File: config.mk
export PLATFORM = sky130hd
export DESIGN_NAME = ftq_pd_wb_writer
export DESIGN_NICKNAME = d
export VERILOG_FILES = /design/src/rtl/ftq_pd_pkg.sv /design/src/rtl/ftq_pd_pack.sv /design/src/rtl/ftq_pd_wb_writer.sv
export SDC_FILE = /design/constraint.sdc
export NUM_CORES = 1
export LEC_CHECK = 0
export BUFFER_PORTS_ARGS = -buffer_cell sky130_fd_sc_hd__clkbuf_2
export CORE_MARGIN = 3
export CORE_UTILIZATION = 48
export CTS_CLUSTER_DIAMETER = 100
export DETAILED_ROUTE_END_ITERATION = 7
export PLACE_DENSITY = 0.77
export REMOVE_ABC_BUFFERS = 1
export SYNTH_ARGS = -nofsm -noshare
export SYNTH_HDL_FRONTEND = slang
export SYNTH_SLANG_ARGS = --single-unit
File: constraint.sdc
create_clock -name i_clock -period 4.12 [get_ports i_clock]
set_input_delay 0.412 -clock i_clock [delete_from_list [all_inputs] [get_ports i_clock]]
set_output_delay 0.412 -clock i_clock [all_outputs]
set_load 0.01 [all_outputs]
File: src/rtl/ftq_pd_pkg.sv
// Shared types and sizing for the FTQ predecode writeback path.
package ftq_pd_pkg;

    localparam int FTQ_SIZE = 64;
    localparam int IDX_W    = 6;
    localparam int PRED_W   = 16;
    localparam int VADDR_W  = 50;
    localparam int DEPTH    = 2;
    localparam int OFF_W    = $clog2(PRED_W);
    localparam int PTR_W    = (DEPTH > 1) ? $clog2(DEPTH) : 1;
    localparam int CNT_W    = $clog2(DEPTH + 1);

    // Per-slot control-flow type encoding from predecode
    localparam logic [1:0] BR_NONE   = 2'd0;
    localparam logic [1:0] BR_BRANCH = 2'd1;
    localparam logic [1:0] BR_JAL    = 2'd2;
    localparam logic [1:0] BR_JALR   = 2'd3;

    // Compressed FTQ pd entry as stored in the memory
    typedef struct packed {
        logic [PRED_W-1:0]  brMask;
        logic               jmpInfo_valid;
        logic [2:0]         jmpInfo_bits;   // {isRet, isCall, isJalr}
        logic [OFF_W-1:0]   jmpOffset;
        logic [VADDR_W-1:0] jalTarget;
        logic [PRED_W-1:0]  rvcMask;
    } pd_entry_t;

    // Circular pointer advance for the small writeback FIFO
    function automatic logic [PTR_W-1:0] ptr_inc(input logic [PTR_W-1:0] p);
        return (p == PTR_W'(DEPTH - 1)) ? '0 : p + 1'b1;
    endfunction

endpackage

File: src/rtl/ftq_pd_pack.sv
// Combinational packer: per-slot predecode vectors into one pd entry.
module ftq_pd_pack
    import ftq_pd_pkg::*;
(
    input  logic [PRED_W-1:0]   i_pd_valid,
    input  logic [PRED_W-1:0]   i_pd_isRVC,
    input  logic [PRED_W-1:0]   i_pd_isCall,
    input  logic [PRED_W-1:0]   i_pd_isRet,
    input  logic [2*PRED_W-1:0] i_pd_brType,
    input  logic [PRED_W-1:0]   i_instrRange,
    input  logic [VADDR_W-1:0]  i_jalTarget,
    output pd_entry_t           o_entry
);

    logic [PRED_W-1:0] w_q;
    logic [1:0]        w_bt;

    // Walk slots high to low so the lowest jump candidate is the last writer
    always_comb begin
        w_q     = i_pd_valid & i_instrRange;
        w_bt    = BR_NONE;
        o_entry = '0;
        for (int i = PRED_W - 1; i >= 0; i--) begin
            w_bt = i_pd_brType[2*i +: 2];
            o_entry.brMask[i] = w_q[i] & (w_bt == BR_BRANCH);
            if (w_q[i] && (w_bt == BR_JAL || w_bt == BR_JALR)) begin
                o_entry.jmpInfo_valid = 1'b1;
                o_entry.jmpOffset     = OFF_W'(i);
                o_entry.jmpInfo_bits  = {i_pd_isRet[i], i_pd_isCall[i], (w_bt == BR_JALR)};
            end
        end
        o_entry.rvcMask   = i_pd_isRVC;
        o_entry.jalTarget = i_jalTarget;
    end

endmodule

File: src/rtl/ftq_pd_wb_writer.sv
// IFU predecode writeback -> FTQ pd memory write port, with a small FIFO,
// a per-entry written bitmap and a sticky duplicate-write flag.
module ftq_pd_wb_writer
    import ftq_pd_pkg::*;
(
    input  logic                 i_clock,
    input  logic                 i_reset,
    input  logic                 i_wb_valid,
    output logic                 o_wb_ready,
    input  logic [IDX_W-1:0]     i_wb_ftqIdx,
    input  logic [PRED_W-1:0]    i_wb_pd_valid,
    input  logic [PRED_W-1:0]    i_wb_pd_isRVC,
    input  logic [PRED_W-1:0]    i_wb_pd_isCall,
    input  logic [PRED_W-1:0]    i_wb_pd_isRet,
    input  logic [2*PRED_W-1:0]  i_wb_pd_brType,
    input  logic [PRED_W-1:0]    i_wb_instrRange,
    input  logic [VADDR_W-1:0]   i_wb_jalTarget,
    input  logic                 i_wr_hold,
    input  logic                 i_flush_valid,
    input  logic                 i_clr_valid,
    input  logic [IDX_W-1:0]     i_clr_idx,
    output logic                 o_mem_wen,
    output logic [IDX_W-1:0]     o_mem_waddr,
    output logic [PRED_W-1:0]    o_mem_wdata_brMask,
    output logic [PRED_W-1:0]    o_mem_wdata_rvcMask,
    output logic                 o_mem_wdata_jmpInfo_valid,
    output logic [2:0]           o_mem_wdata_jmpInfo_bits,
    output logic [3:0]           o_mem_wdata_jmpOffset,
    output logic [VADDR_W-1:0]   o_mem_wdata_jalTarget,
    output logic [FTQ_SIZE-1:0]  o_entry_written,
    output logic                 o_dup_wr_err
);

    pd_entry_t          w_pack;
    pd_entry_t          w_head;
    logic               w_push;
    logic               w_pop;

    logic [IDX_W-1:0]   r_idx  [DEPTH];
    pd_entry_t          r_data [DEPTH];
    logic [PTR_W-1:0]   r_wptr;
    logic [PTR_W-1:0]   r_rptr;
    logic [CNT_W-1:0]   r_count;
    logic [FTQ_SIZE-1:0] r_written;
    logic               r_dup;

    ftq_pd_pack u_pack (
        .i_pd_valid   (i_wb_pd_valid),
        .i_pd_isRVC   (i_wb_pd_isRVC),
        .i_pd_isCall  (i_wb_pd_isCall),
        .i_pd_isRet   (i_wb_pd_isRet),
        .i_pd_brType  (i_wb_pd_brType),
        .i_instrRange (i_wb_instrRange),
        .i_jalTarget  (i_wb_jalTarget),
        .o_entry      (w_pack)
    );

    // Ready depends only on registered occupancy, so a same-cycle pop
    // cannot open a slot for the producer.
    assign o_wb_ready = i_reset & (r_count < CNT_W'(DEPTH));
    assign w_push     = i_wb_valid & o_wb_ready & ~i_flush_valid;
    assign w_pop      = (r_count != '0) & ~i_wr_hold & ~i_flush_valid;

    assign w_head                    = r_data[r_rptr];
    assign o_mem_wen                 = w_pop;
    assign o_mem_waddr               = r_idx[r_rptr];
    assign o_mem_wdata_brMask        = w_head.brMask;
    assign o_mem_wdata_rvcMask       = w_head.rvcMask;
    assign o_mem_wdata_jmpInfo_valid = w_head.jmpInfo_valid;
    assign o_mem_wdata_jmpInfo_bits  = w_head.jmpInfo_bits;
    assign o_mem_wdata_jmpOffset     = w_head.jmpOffset;
    assign o_mem_wdata_jalTarget     = w_head.jalTarget;
    assign o_entry_written           = r_written;
    assign o_dup_wr_err              = r_dup;

    // FIFO storage, pointers and occupancy; flush only empties the queue
    always_ff @(posedge i_clock) begin
        if (!i_reset) begin
            for (int k = 0; k < DEPTH; k++) begin
                r_idx[k]  <= '0;
                r_data[k] <= '0;
            end
            r_wptr  <= '0;
            r_rptr  <= '0;
            r_count <= '0;
        end else if (i_flush_valid) begin
            r_wptr  <= '0;
            r_rptr  <= '0;
            r_count <= '0;
        end else begin
            if (w_push) begin
                r_idx[r_wptr]  <= i_wb_ftqIdx;
                r_data[r_wptr] <= w_pack;
                r_wptr         <= ptr_inc(r_wptr);
            end
            if (w_pop) begin
                r_rptr <= ptr_inc(r_rptr);
            end
            case ({w_push, w_pop})
                2'b10:   r_count <= r_count + 1'b1;
                2'b01:   r_count <= r_count - 1'b1;
                default: r_count <= r_count;
            endcase
        end
    end

    // Written bitmap: the set is issued last so it wins over a same-index clear
    always_ff @(posedge i_clock) begin
        if (!i_reset) begin
            r_written <= '0;
        end else begin
            if (i_clr_valid) begin
                r_written[i_clr_idx] <= 1'b0;
            end
            if (w_pop) begin
                r_written[o_mem_waddr] <= 1'b1;
            end
        end
    end

    // Sticky duplicate-write flag, checked against the pre-update bitmap
    always_ff @(posedge i_clock) begin
        if (!i_reset) begin
            r_dup <= 1'b0;
        end else if (w_pop && r_written[o_mem_waddr]) begin
            r_dup <= 1'b1;
        end
    end

endmodule

Word-level counts from Yosys, hierarchy flattened
Memories as Yosys holds them, arrays and structs flattened. A register that Yosys moved wholly into a read port is not among the register bits.
Cells that the tools add are included.
{ "op_classes": {"bitwise_logic": 28, "multipliers": 0, "n_lt_le_gt_ge": 5, "reduce_logical": 40, "shifts": 0, "eq_ne": 50, "addsub": 4, "n_mux": 43, "div_mod_pow": 0} }
{ "op_table": {"columns": ["operator", "n"], "rows": [
  ["$mux 64", 3],
  ["$mux 8", 16],
  ["$mux 90", 1],
  ["$reduce_or 90->1", 1],
  ["$eq 2x2->1 const B", 33],
  ["$and 64x64->64", 1],
  ["$not 64->64", 1],
  ["$or 64x64->64", 1],
  ["$eq 2x1->1 const B", 17],
  ["$and 1x1->1", 21],
  ["$logic_and 1x1->1", 19],
  ["$mux 1", 18],
  ["$and 16x16->16", 1],
  ["$logic_or 1x1->1", 16],
  ["$lt 6x7->1 const B", 2],
  ["$demux 1 s6", 2],
  ["$ge 6x1->1 const B", 2],
  ["$bmux 1 s6", 1],
  ["$mux 6", 1],
  ["$reduce_or 6->1", 1],
  ["$pmux 2 s2", 1],
  ["$reduce_bool 2->1", 2],
  ["$not 1->1", 3],
  ["$add 1x1->1 const B", 2],
  ["4 further kinds", 4]
]} }
{ "totals": {"mem_bits_ro": 0, "latch_bits": 0, "memories": 2, "ramBits": 192, "out_inout_bits": 163, "elab_cells": 177, "input_bits": 180, "regBits": 69} }
{ "memory_table": {"columns": ["memory", "words", "word_bits", "rd", "rd_ports_with_merged_regs", "wr", "line", "text"], "rows": [
  ["r_data", 2, 90, 1, 1, 2, "ftq_pd_wb_writer.sv:40", "pd_entry_t r_data [DEPTH];"],
  ["r_idx", 2, 6, 1, 1, 2, "ftq_pd_wb_writer.sv:39", "logic [IDX_W-1:0] r_idx [DEPTH];"]
]} }

Logic depth before layout (Yosys ltp)
{ "logic_depth": {"depth_word": 20, "depth_mapped": 10, "depth_no_buf": 7} }

By module
From an unflattened synthesis, not the netlist that was laid out.
{ "unflattened": {"hier_cells": 1162, "area_unflattened_um2": 12886.1} }
{ "by_module_without_submodules": {"columns": ["mod", "cells_each", "instances", "area_each_um2", "seq_area_each_um2"], "rows": [
  ["ftq_pd_wb_writer", 957, 1, 11558.6, 7166.9],
  ["ftq_pd_pack", 205, 1, 1327.5, 0.0]
]} }

Worst setup path after synthesis
Ideal clock, no wire load.
{ "synth_path": {"path_kind": "input to register", "start": "in i_flush_valid", "end": "mem r_data[0][0] (netlist bit), enable pin", "arrival_ns": 3.454, "stages": 6, "setup_ns": 0.458, "required_time_ns": 3.662, "n_path_buf": 2, "slack_ns": 0.208, "cell_sequence": "nand2b_1 > nor3b_1 > nand2b_1 > clkbuf_1 > clkbuf_1 > nand2_1"} }
{ "synth_rtl": {"columns": ["item", "line", "text"], "rows": [
  ["start, declared", "ftq_pd_wb_writer.sv:19", "input logic i_flush_valid,"],
  ["end, declared", "ftq_pd_wb_writer.sv:40", null]
]} }

==> results.ini <==
[worst_setup_path]
worst_setup_path_end_kind = output pin
crit_fanout = 76
startpoint_type = flop
criticalPathCategory = reg2out
required_ps = 3710
crit_arrival_ps = 2940

[sta]
hold_ws_ps = 153
max_slew_margin = 0.332
finalMaxSlewViolations = 0
hold_violations = 0
setup_viol = 0
worstMarginPinSlew_ps = 974
fin_skew_ps = 13.6
min_period_over_period = 0.814
grt_setup_unrepaired = no
fmax_ghz = 0.298
finalCriticalPeriod_ps = 3350
fin_ws_ps = 766

[global_route]
grtUsageTotal = 0.271
grt_pass1_vias = 10800
grt_max_degree = 77
grt_remaining_overflow = 0
antenna_found_initial = 3
grt_pass1_wl_um = 61100

[pwr]
peakVddDrop_uv = 301
leakagePower_nw = 6.70
power.density_nw_per_um2 = 378

[final_layout]
drive_gt1_frac = 0.348
final_cell_mix = clkbuf_2, edfxtp_1, o21ai_0
finalNetCount = 1664
layout_commonest_cell = clkbuf_2
final_cell_area_um2 = 15800
final_core_util = 0.603
area_delta_synth_final_pct = 22.5

[min_path]
hp-class = in2reg

[logic_synthesis]
synth_edf_count = 192
synthFlopType = edfxtp_1
syn_inst = 1164
synth_cell_types = 77
synth-seq-cells = 262
synth_area_um2 = 12900
yosysWarnings = 0
ys_async_sr_fraction = 0
avgSynthCellArea_um2 = 11.1
synth-seq-area-share = 0.554

[drt]
routedWlPerCell_um = 22.2
antenna_left = 0
wl_um = 40900
vias = 11000
via_per_inst = 5.97
drc_errors = 0
firstDrtPassIters = 5
initialDrtViolationCount = 1213

[place]
dpl_cell_area_um2 = 14900
place_ws_ps = 1040
io_buffers = 342
hpwl_um = 29300
routabilityCongestion = 1.05

[clock_tree]
htree_levels = 1
clock-root-buffer = clkbuf_16
cts_resized = 0
cts_buffers = 27
clock_sinks = 262
cts_tree = yes
postCtsSetupBuffers = 0
path_clk_slew_ps = 60
clock_tree.buffer_depth = 3
clock_latency_ps = 550
hold_buffers = 0

[die]
ios = 343
start_util = 0.492
placementRows = 59
die-height_um = 170
die_area_um2 = 29000
core_um2 = 26300
dieWidth_um = 170

[flow_run]
drv_cap = 0

[status]
status = finished clean

cell usage after synthesis (3+ instances only):
cell,number,area share
a211oi_1,5,0.0029
a21boi_0,27,0.016
a21o_1,5,0.0029
a21oi_1,23,0.0089
a31oi_1,6,0.0029
and2_1,113,0.055
and3_1,87,0.042
buf_2,11,0.0043
buf_6,4,0.0035
clkbuf_1,46,0.013
dfxtp_1,70,0.11
edfxtp_1,192,0.45
inv_1,8,0.0023
mux2_2,92,0.080
mux2i_1,3,0.0023
nand2_1,59,0.017
nand2b_1,14,0.0068
nand3_1,43,0.017
nand3b_1,6,0.0035
nand4_1,6,0.0029
nand4b_1,18,0.012
nor2_1,80,0.023
nor2b_1,3,0.0015
nor3_1,12,0.0046
nor4_1,4,0.0019
o2111ai_1,4,0.0027
o211ai_1,5,0.0029
o21ai_0,115,0.044
o221ai_1,3,0.0020
o22a_1,4,0.0027
o22ai_1,17,0.0082
o32ai_1,5,0.0034
or2_2,5,0.0024
or3_1,11,0.0053
or3b_2,5,0.0034
path summary, 6_finish.rpt:
| check | from | end | slack, ps | depth (start not counted) |
|---|---|---|---|---|
| max | flop | o_mem_waddr[4] | 770 | 3 |
| min | i_wb_jalTarget[47] | r_data[0][63] | 150 | 2 |
| max reg2reg | flop | o_dup_wr_err | 960 | 5 |
| min reg2reg | o_dup_wr_err | o_dup_wr_err | 510 | 2 |
layout make-up:
cell class	instances	area [um2]
diodes	3	7.51
clock buffers	40	827
clock inverters	10	88.8
fillers	2129	10400
inverters	10	37.5
multi-input cells	827	5450
flip-flops and latches	262	7170
well taps	335	419
repair buffers	355	1830
layer usage:
metal  up-vias  GRT usage  wire (um)
li1       4996          -          -
met1      5311      0.334      15200
met2       582      0.466      20400
met3       100     0.0583       3710
met4         0      0.107       1570
met5         -          0          0
logic make-up (layout without fill, tap and decap cells):
logic type / count (synthesis) / after routing / synth area share
multiplexers: 98 / 98 / 0.0870
buffers and inverters: 75 / 415 / 0.0264
flip-flops: 262 / 262 / 0.554
AO/OA/AOI/OAI: 246 / 246 / 0.123
adder cells (fa/ha/maj): 1 / 1 / 0.000967
other: 0 / 3 / 0
AND/OR/NAND/NOR: 479 / 479 / 0.207
XOR/XNOR: 3 / 3 / 0.00203
state kept, by name (all words and copies together), names as in the netlist, named ones only:
register         count
o_dup_wr_err         1
o_entry_written     64
r_count              2
r_data             180
r_idx               12
r_rptr               1
r_wptr               1
critical path, stage by stage (launching register included):
cell and delay (ps):
dfxtp_4 1010, mux2i_1 900, inv_1 270, clkbuf_2 200
metrics by stage:
step | total power [mW] | TNS [ps] | cells
2_1_floorplan | 3.27 | -828750 | 1099
3_3_place_gp | 3.54 | 0 | 1789
3_5_place_dp | 3.55 | 0 | 1789
4_1_cts | 6.02 | 0 | 1839
5_1_grt | 6.17 | 0 | 1842
6_report | 5.99 | 0 | 1842
report_power, final:
part	internal, mW	switching [mW]
registers	2.91	0.0304
logic	0.222	0.340
clock network	1.45	1.03
total	4.59	1.40
(Power assumes the default switching activity.)
